**src/rtl/imem_loader.sv**
```systemverilog
// -----------------------------------------------------------------------------
// imem_loader
// Streams a program into instruction memory one byte at a time, packs the bytes
// little-endian into 32-bit words, writes each word, and releases the CPU with
// a single start pulse once the final word is stored.
//
// Ports
//   clk_i          clock, rising edge
//   rst_i          asynchronous active-high reset
//   byte_valid_i   source presents a program byte
//   byte_data_i    program byte
//   last_i         marks the final program byte (qualified by the handshake)
//   byte_ready_o   loader accepts a byte this cycle
//   wr_en_o        instruction-memory write strobe (one-cycle pulse)
//   wr_addr_o      byte address of the word being written
//   wr_data_o      word being written
//   start_o        one-cycle pulse releasing the CPU after a good load
//   busy_o         load in progress
//   done_o         load completed (sticky until reset)
//   err_o          memory overflow (sticky until reset)
// -----------------------------------------------------------------------------
module imem_loader #(
    parameter int unsigned DEPTH_WORDS = 256,
    parameter logic [31:0] BASE_ADDR   = 32'h0
) (
    input  logic        clk_i,
    input  logic        rst_i,
    input  logic        byte_valid_i,
    input  logic [7:0]  byte_data_i,
    input  logic        last_i,
    output logic        byte_ready_o,
    output logic        wr_en_o,
    output logic [31:0] wr_addr_o,
    output logic [31:0] wr_data_o,
    output logic        start_o,
    output logic        busy_o,
    output logic        done_o,
    output logic        err_o
);

    // One extra count value so the index can reach DEPTH_WORDS without wrapping.
    localparam int IDX_W = $clog2(DEPTH_WORDS + 1);

    typedef enum logic [2:0] {IDLE, LOAD, FIN, DONE, ERR} state_t;

    state_t            state_q;
    logic [31:0]       buf_q;
    logic [1:0]        cnt_q;
    logic [IDX_W-1:0]  widx_q;
    logic              wr_en_q;
    logic [31:0]       wr_addr_q;
    logic [31:0]       wr_data_q;
    logic              start_q;

    logic              accept_state;
    logic              hs;
    logic              mem_full;
    logic [31:0]       word_d;

    assign accept_state = (state_q == IDLE) || (state_q == LOAD);
    // Reset is folded in so ready drops the instant rst_i rises.
    assign byte_ready_o = accept_state & ~rst_i;
    assign hs           = byte_valid_i & byte_ready_o;
    assign mem_full     = (widx_q == IDX_W'(DEPTH_WORDS));

    // Current buffer with the incoming byte dropped into its lane. The buffer is
    // cleared after every word, so unfilled upper lanes of a final partial word
    // are already zero.
    always_comb begin
        word_d = buf_q;
        word_d[{cnt_q, 3'b000} +: 8] = byte_data_i;
    end

    always_ff @(posedge clk_i or posedge rst_i) begin
        if (rst_i) begin
            state_q   <= IDLE;
            buf_q     <= '0;
            cnt_q     <= '0;
            widx_q    <= '0;
            wr_en_q   <= 1'b0;
            wr_addr_q <= '0;
            wr_data_q <= '0;
            start_q   <= 1'b0;
        end else begin
            wr_en_q <= 1'b0;
            case (state_q)
                IDLE, LOAD: begin
                    if (hs) begin
                        if (mem_full) begin
                            // Overflow: byte is dropped, nothing is written.
                            state_q <= ERR;
                        end else if (cnt_q == 2'd3 || last_i) begin
                            wr_en_q   <= 1'b1;
                            wr_addr_q <= BASE_ADDR + (32'(widx_q) << 2);
                            wr_data_q <= word_d;
                            widx_q    <= widx_q + IDX_W'(1);
                            buf_q     <= '0;
                            cnt_q     <= '0;
                            state_q   <= last_i ? FIN : LOAD;
                        end else begin
                            buf_q   <= word_d;
                            cnt_q   <= cnt_q + 2'd1;
                            state_q <= LOAD;
                        end
                    end
                end
                FIN: begin
                    // First FIN cycle carries the final write; start follows it
                    // in the second FIN cycle, then the loader parks in DONE.
                    if (wr_en_q) begin
                        start_q <= 1'b1;
                    end else if (start_q) begin
                        start_q <= 1'b0;
                        state_q <= DONE;
                    end
                end
                DONE: state_q <= DONE;
                ERR:  state_q <= ERR;
                default: state_q <= IDLE;
            endcase
        end
    end

    assign wr_en_o   = wr_en_q;
    assign wr_addr_o = wr_addr_q;
    assign wr_data_o = wr_data_q;
    assign start_o   = start_q;
    assign busy_o    = (state_q == LOAD) || (state_q == FIN);
    assign done_o    = (state_q == DONE);
    assign err_o     = (state_q == ERR);

endmodule

```
**config.mk**
```make
export PLATFORM = sky130hd
export DESIGN_NAME = imem_loader
export DESIGN_NICKNAME = d
export VERILOG_FILES = /design/src/rtl/imem_loader.sv
export SDC_FILE = /design/constraint.sdc
export NUM_CORES = 1
export LEC_CHECK = 0
export ABC_AREA = 1
export CAP_MARGIN = 25
export CORE_UTILIZATION = 53
export DETAILED_ROUTE_END_ITERATION = 16
export PLACE_DENSITY = 0.8
export SETUP_SLACK_MARGIN = 0.5
export SYNTH_ARGS = -nofsm -noshare
export SYNTH_HDL_FRONTEND = slang
export SYNTH_SLANG_ARGS = --single-unit
```
**constraint.sdc**
```tcl
create_clock -name clk_i -period 3.99 [get_ports clk_i]
set_input_delay 0.798 -clock clk_i [delete_from_list [all_inputs] [get_ports clk_i]]
set_output_delay 0.798 -clock clk_i [all_outputs]
set_load 0.005 [all_outputs]
```
# == Word level (Yosys, flattened, before mapping) ==
# Cells that the tools add are included.
# classes
reduce_logical,8
shifts,2
muxes,15
eq_ne,9
bitwise_logic,4
n_addsub,3
# ops
cell,count
bitwise mux 32 bit,1
two-way mux 32 bit,1
"variable shift 8 x 7 -> 32 bit, first input constant",1
indexed part select 8 x 7 -> 32 bit,1
two-way mux 3 bit,4
case mux 3 bit (4 select lines),1
"adder 9 x 1 -> 9 bit, second input constant",1
"== test 9 bit, second input constant",1
negation 5 -> 7 bit,1
"== test 3 x 2 -> 1 bit, second input constant",2
two-way mux 2 bit,3
"!= test 2 bit, second input constant",3
AND reduction 3 bit,2
two-way mux 1 bit,5
AND reduction 4 bit,1
"== test 3 x 1 -> 1 bit, second input constant",1
"== test 3 bit, second input constant",1
zero test 3 bit,1
logical OR 1 bit,3
"adder 2 x 1 -> 2 bit, second input constant",1
AND 1 bit,2
"== test 2 bit, second input constant",1
NOT 1 bit,2
OR reduction 2 bit,1
# word_totals
output_inout_bits,70
elab_cells,49
inputBits,12
register_bits,89

# == Depth between registers and ports, before layout ==
# Gate-level depths: netlist of run 1.
# depth
depth_word,6
depth_mapped,10

# == Worst setup path before layout of run 1 ==
# No wires, ideal clock.
# synth_path
path_type,input -> register
from,input rst_i
to,register widx_q[4]
stages,7
arrival_time_ns,3.710
n_path_buf,1
path_slack_ns,0.162
setup_ns,0.117
path_cell_list,inv_1 > nand3_2 > inv_2 > nand3_4 > buf_6 > nand2_1 > nand2_1
# synth_between
elab_chain_cells,4
# synth_rtl
item,line_no,rtl
start: declaration,27,"input logic rst_i,"
NOT 1 bit,62,assign byte_ready_o = accept_state & ~rst_i;
AND 1 bit,62,
AND 1 bit,63,assign hs = byte_valid_i & byte_ready_o;
AND reduction 4 bit (no source line),n/a,
end signal: assignment,96,widx_q <= widx_q + IDX_W'(1);
end: declaration,49,logic [IDX_W-1:0] widx_q;
# No other way between the ends.
# A chain may end at the register's enable or synchronous reset.

# == Worst setup path after layout of run 1 ==
# layout_path
from,input rst_i
to,output byte_ready_o
# layout_between
elab_chain_cells,2
# layout_rtl
item,line_no,rtl
NOT 1 bit,62,
AND 1 bit,62,
end: declaration,31,"output logic byte_ready_o,"
# No other way between the ends.

==> qor.txt, run 1 <==
Seq/Total Area, Yosys: 0.467
Crit start category: primary input
Clock Skews: 0.00546 ns
Vias per cell: 5.15
Setup WS pre-CTS: 1.02 ns
Rows: 34
Die W: 96.9 µm
Maximum VDD drop: 0.000243 V
Die extent in y: 96.9 µm
Synth top area cells: dfrtp_1 (47%), nand2_1 (19%), nand3_1 (12%), buf_4 (4.1%), inv_1 (3.3%)
DP HPWL: 6590 µm
Endpoints failing setup: 0
CTS Hold Bufs: 0
Pin count of the biggest net entering global routing: 83
Arr. time, crit path: 1.90 ns
Final WS setup: 1.29 ns
Drt drc: 0
Least-Margin Pin Slew: 0.975 ns
Cell accounting for the most synthesized area: dfrtp_1
Nets: 683
Synthesized area per cell: 7.70 µm²
Post-DRT Antenna Nets: 0
Root Driver: clkbuf_8
Fin crit period: 2.70 ns
Unique masters post-synth: 26
Synth Cell Area: 4770 µm²
Commonest cells after routing, fill and taps aside: nand2_1 (236), nand3_1 (114), dfrtp_1 (89)
CP delay by family, top: buffers and inverters
Maxcap violations: 0
Power Dens Cells: 439 nW/µm²
1st-iter DRT viols: 293
Synth top area share: 0.467
Sw Ratio: 0.346
Worst Path Required: 3.19 ns
Critical path fanouts, max: 3
Synth Warn #: 0
Crit Path Class: primary input to output pin
Placement Cell Area: 5190 µm²
Antenna cells: 0
Leakage power: 0.00284 µW
GRT Util Overall: 0.217
Initial antenna violation count: 0
Crit-path slowest cell: clkdlybuf4s50_1
Final Cell Area: 5410 µm²
Initial DRT Pass Iterations: 5
Core area: 8720 µm²
Total wire length: 9920 µm
Unrepaired setup endpoints after global routing: no
Syn-to-layout area delta: 13.3%
Clock tree buffer depth: 2
Clock share of power: 0.253
Clock tree sinks: 89
IO Pins: 82
Slew Viols, Final: 0
Clk pin slew, worst setup/hold paths: 0.09 ns
Final period utilization: 0.677
Worst path buffer plus inverter count: 2
CTS resizes: 0
Worst path cell trace: clkdlybuf4s50_1 > nor2_1 > clkdlybuf4s50_1
Status: complete, no violations
TNS Setup: 0 ns
H-tree level count: 3
Drt wl/cell: 12.8 µm
# port buffers: 58
Most used cell, CP: clkdlybuf4s50_1
Psw: 821 µW
Mapped Cells: 620
Worst hold slack: 0.483 ns
TritonCTS buffer count: 9
Internal power: 1550 µW
CTS tree: built
Synth Register Bits: 89
Hold Path Class: flip-flop to flip-flop
Starting Density: 0.547
Global-route wire length before repair: 16700 µm
Final hold vios: 0
Worst-Skew Late Latency: 0.35 ns
Commonest non-fill, non-tap cell in the layout: nand2_1
Slowest Stage Delay on Critical Path: 0.51 ns
Routability Congestion: 0.925
Register share of total power: 0.463
Remaining global-route overflow: 0
Logic gate share of total power: 0.284
Vias in the first global route: 3708
Core Util, Final: 0.620
Layout cell share with drive strength beyond 1: 0.0524
Setup bufs post-CTS: 0
Slew HR: 0.350
Max frequency: 370 MHz
Vias post-DR: 3996
Die area: 9390 µm²
Setup crit end kind: output pin
[worst min-delay path, cell delays in order (launching register included)]
cell	delay [ns]
dfrtp_1	0.35
nand2_1	0.05
nand2_1	0.05
[cells in the mapped netlist]
cell / instances
ha_1: 8
a21boi_0: 1
o21ai_1: 16
clkinv_1: 1
o21ai_0: 13
nand3_1: 114
nand3_2: 1
a21oi_1: 2
nor2_2: 4
o21bai_1: 1
nand2_4: 2
buf_2: 12
conb_1: 1
nand3_4: 1
buf_4: 26
inv_2: 4
nand2_2: 1
nor2_1: 27
inv_1: 42
buf_6: 13
nand2_1: 236
xor2_1: 1
clkbuf_1: 1
nor2_8: 1
nor2_4: 2
dfrtp_1: 89
[power by group through the flow]
stage / sequential [µW] / combinational [µW] / clock [µW]
final: 1100 / 674 / 600
after detailed placement: 1120 / 669 / 0
after global routing: 1120 / 754 / 645
after global placement: 1110 / 650 / 0
after floorplan: 1090 / 477 / 0
after CTS: 1100 / 672 / 616
[metal layers]
metal  share of wire  up-vias  global-route usage
met5               0        -                   0
met4           0.017        0              0.0827
met3           0.045       17              0.0441
met2            0.48      107               0.359
met1            0.46     1881               0.281
li1                -     1991                   -
[logic make-up (layout without fill, tap and decap cells)]
logic type / after synthesis / in the layout / share of synthesized area
AND/OR/NAND/NOR: 389 / 389 / 0.352
buffers and inverters: 99 / 125 / 0.122
flip-flops: 89 / 89 / 0.467
AO/OA/AOI/OAI: 33 / 33 / 0.0357
adder cells (fa/ha/maj): 8 / 8 / 0.0210
other: 1 / 23 / 0.000786
XOR/XNOR: 1 / 1 / 0.00184
[path summary, 6_finish.rpt]
| kind | end | startpoint | cells past startpoint | slack, ns |
|---|---|---|---|---|
| hold reg to reg | wr_addr_o[8] | wr_addr_o[8] | 2 | 0.48 |
| setup / recovery | byte_ready_o | rst_i | 3 | 1.29 |
| hold / removal | wr_addr_o[8] | wr_addr_o[8] | 2 | 0.48 |
| min in group asynchronous | start_o | rst_i | 2 | 0.81 |
| setup reg to reg | wr_data_o[10] | cnt_q[0] | 7 | 1.70 |
| max in group asynchronous | wr_data_o[28] | rst_i | 4 | 2.27 |
[flip-flops by register name, summed over array words and instances, names as in the netlist]
signal	cells
state_q	3
wr_addr_o	9
start_o	1
wr_en_o	1
widx_q	9
buf_q	32
cnt_q	2
wr_data_o	32
[metrics by stage]
stage / cells / total power (µW)
5_1_grt: 776 / 2510
3_5_place_dp: 759 / 1790
3_3_place_gp: 759 / 1760
6_report: 776 / 2370
2_1_floorplan: 642 / 1570
4_1_cts: 775 / 2390
[final cells by class]
| class | instances | area [µm²] |
|---|---|---|
| fillers | 791 | 3310 |
| repair buffers | 62 | 631 |
| clock buffers | 11 | 131 |
| well taps | 108 | 135 |
| clock inverters | 5 | 56.3 |
| multi-input cells | 454 | 2050 |
| flip-flops and latches | 89 | 2230 |
| inverters | 47 | 180 |
Note: power is estimated with default switching activity, not from simulation.
==> run 2, diff against run 1 <==
CORE_UTILIZATION = 48   (was 53)
PLACE_DENSITY = 0.76   (was 0.8)
clock period = 2.2 ns   (was 3.99 ns; I/O delays follow)
==> run 2 against run 1 <==
  * Final cell count rose by 8.2%
  * Combinational power rose by 130%
  * First-iteration DRC count fell by 15%
  * Non-clock buffer count rose by 39
  * Die area rose by 10%
  * Sequential cell count did not move
  * Count of clock-buffer cells in the layout fell by 1
  * Worst setup slack got worse by 0.81 ns
  * Power rose by 95%
  * Clock power rose by 85%
  * Sequential power rose by 77%
  * Global-route usage rose by 0.32 points
  * Largest cell class unchanged
==> qor.txt, run 2 (synthesis results as in run 1) <==
CP delay by family, top: buffers and inverters
Total wire length: 11100 µm
Die area: 10300 µm²
# port buffers: 58
Syn-to-layout area delta: 24.9%
Post-DRT Antenna Nets: 0
Clk pin slew, worst setup/hold paths: 0.09 ns
Worst hold slack: 0.405 ns
Core Util, Final: 0.616
Crit start category: flip-flop
Global-route wire length before repair: 17800 µm
GR met3 Demand/Resource: 0.0497
Maximum VDD drop: 0.000353 V
Clock tree sinks: 89
Drt wl/cell: 13.2 µm
Commonest cells after routing, fill and taps aside: nand2_1 (233), nand3_1 (112), dfrtp_1 (88)
CTS tree: built
Die W: 102 µm
Slew Viols, Final: 0
Remaining global-route overflow: 0
Fin crit period: 1.72 ns
TritonCTS buffer count: 9
Total power: 4630 µW
Clock Skews: 0.0100 ns
Worst path buffer plus inverter count: 4
IO Pins: 82
Hold Path Class: primary input to async pin
Pin count of the biggest net entering global routing: 90
Routability Congestion: 0.904
Final hold vios: 0
Unrepaired setup endpoints after global routing: yes
Rows: 36
Power Dens Cells: 777 nW/µm²
Crit-path slowest cell: dfrtp_1
Crit Path Class: flip-flop to output pin
Layout filler cell count: 843
Vias per cell: 5.05
Initial DRT Pass Iterations: 7
Met2 Track Usage GR: 0.357
Leakage power: 0.00362 µW
Critical path fanouts, max: 4
DP HPWL: 6870 µm
Clock tree buffer depth: 2
Final period utilization: 0.781
Antenna cells: 0
Vias in the first global route: 3829
Status: complete, no violations
Worst Path Required: 1.76 ns
Slowest Stage Delay on Critical Path: 0.41 ns
Maxcap violations: 0
Reg-to-reg slack, setup: 0.57 ns
H-tree level count: 3
Root Driver: clkbuf_8
GRT Util Overall: 0.220
Setup crit end kind: output pin
Worst-Skew Late Latency: 0.37 ns
Arr. time, crit path: 1.28 ns
Max frequency: 582 MHz
Die extent in y: 102 µm
Worst path cell trace: buf_4 > buf_6 > nand3_4 > inv_2 > buf_2
Layout cell share with drive strength beyond 1: 0.146
Most used routing layer: met2
Vias post-DR: 4239
Initial antenna violation count: 0
Starting Density: 0.493
Endpoints failing setup: 0
CTS Hold Bufs: 0
Nets: 722
Reg-to-reg startpoint: state_q[1]
1st-iter DRT viols: 249
Met1 Use GR: 0.290
Drt drc: 0
FF-to-FF End: wr_data_o[15]
Core area: 9680 µm²
Commonest non-fill, non-tap cell in the layout: nand2_1
Worst r2r path cells: 8
[run 2: worst max-delay path by stage]
stage | startpoint | endpoint | slack (ns) | cells after the start
floorplan | rst_i | widx_q[4] | -0.45 | 7
global route | state_q[2] | err_o | 0.44 | 5
CTS | state_q[1] | busy_o | 0.45 | 4
detailed placement | rst_i | byte_ready_o | 0.21 | 3
global placement | rst_i | byte_ready_o | 0.23 | 3
finish | state_q[2] | err_o | 0.48 | 5
[run 2: through the flow]
stage	setup WS, ns	setup TNS [ns]	area (µm²)	cells
2_1_floorplan	-0.451	-37.63	4870	642
3_3_place_gp	0.227	0	5320	790
3_5_place_dp	0.213	0	5320	790
4_1_cts	0.446	0	5600	815
5_1_grt	0.440	0	5960	840
6_report	0.483	0	5960	840
[run 2: area by class of cell]
type                    count  area [µm²]  area share
flip-flops and latches     89        2230       0.374
multi-input cells         454        2170       0.364
repair buffers            101        1020       0.172
inverters                  47         186      0.0313
well taps                 133         166      0.0279
clock buffers              10         128      0.0214
clock inverters             6        58.8     0.00987
[run 2: what timing repair did]
item | in CTS | in global routing
buffers inserted | 9 | 25
hold endpoints to repair | 0 | 0
resized for setup | 32 | 56
endpoints found under the setup margin | 72 | 126
pin swaps | 2 | 4
[run 2: power by group]
part / leakage [µW] / internal (µW) / total (µW) / switching (µW)
logic: 0.00230 / 653 / 1570 / 914
clock network: 0.0000998 / 520 / 1110 / 593
registers: 0.00122 / 1820 / 1950 / 127
total: 0.00362 / 3000 / 4630 / 1630
[run 2: metal layers]
metal	part of all wire	up-vias
li1	-	2076
met1	0.44	2019
met2	0.49	124
met3	0.050	20
met4	0.020	0
met5	0	-
[run 2: tightest hold or removal path: cells and delay by family]
| kind | cells | cell delay [ns] |
|---|---|---|
| buffers and inverters | 3 | 0.77 |
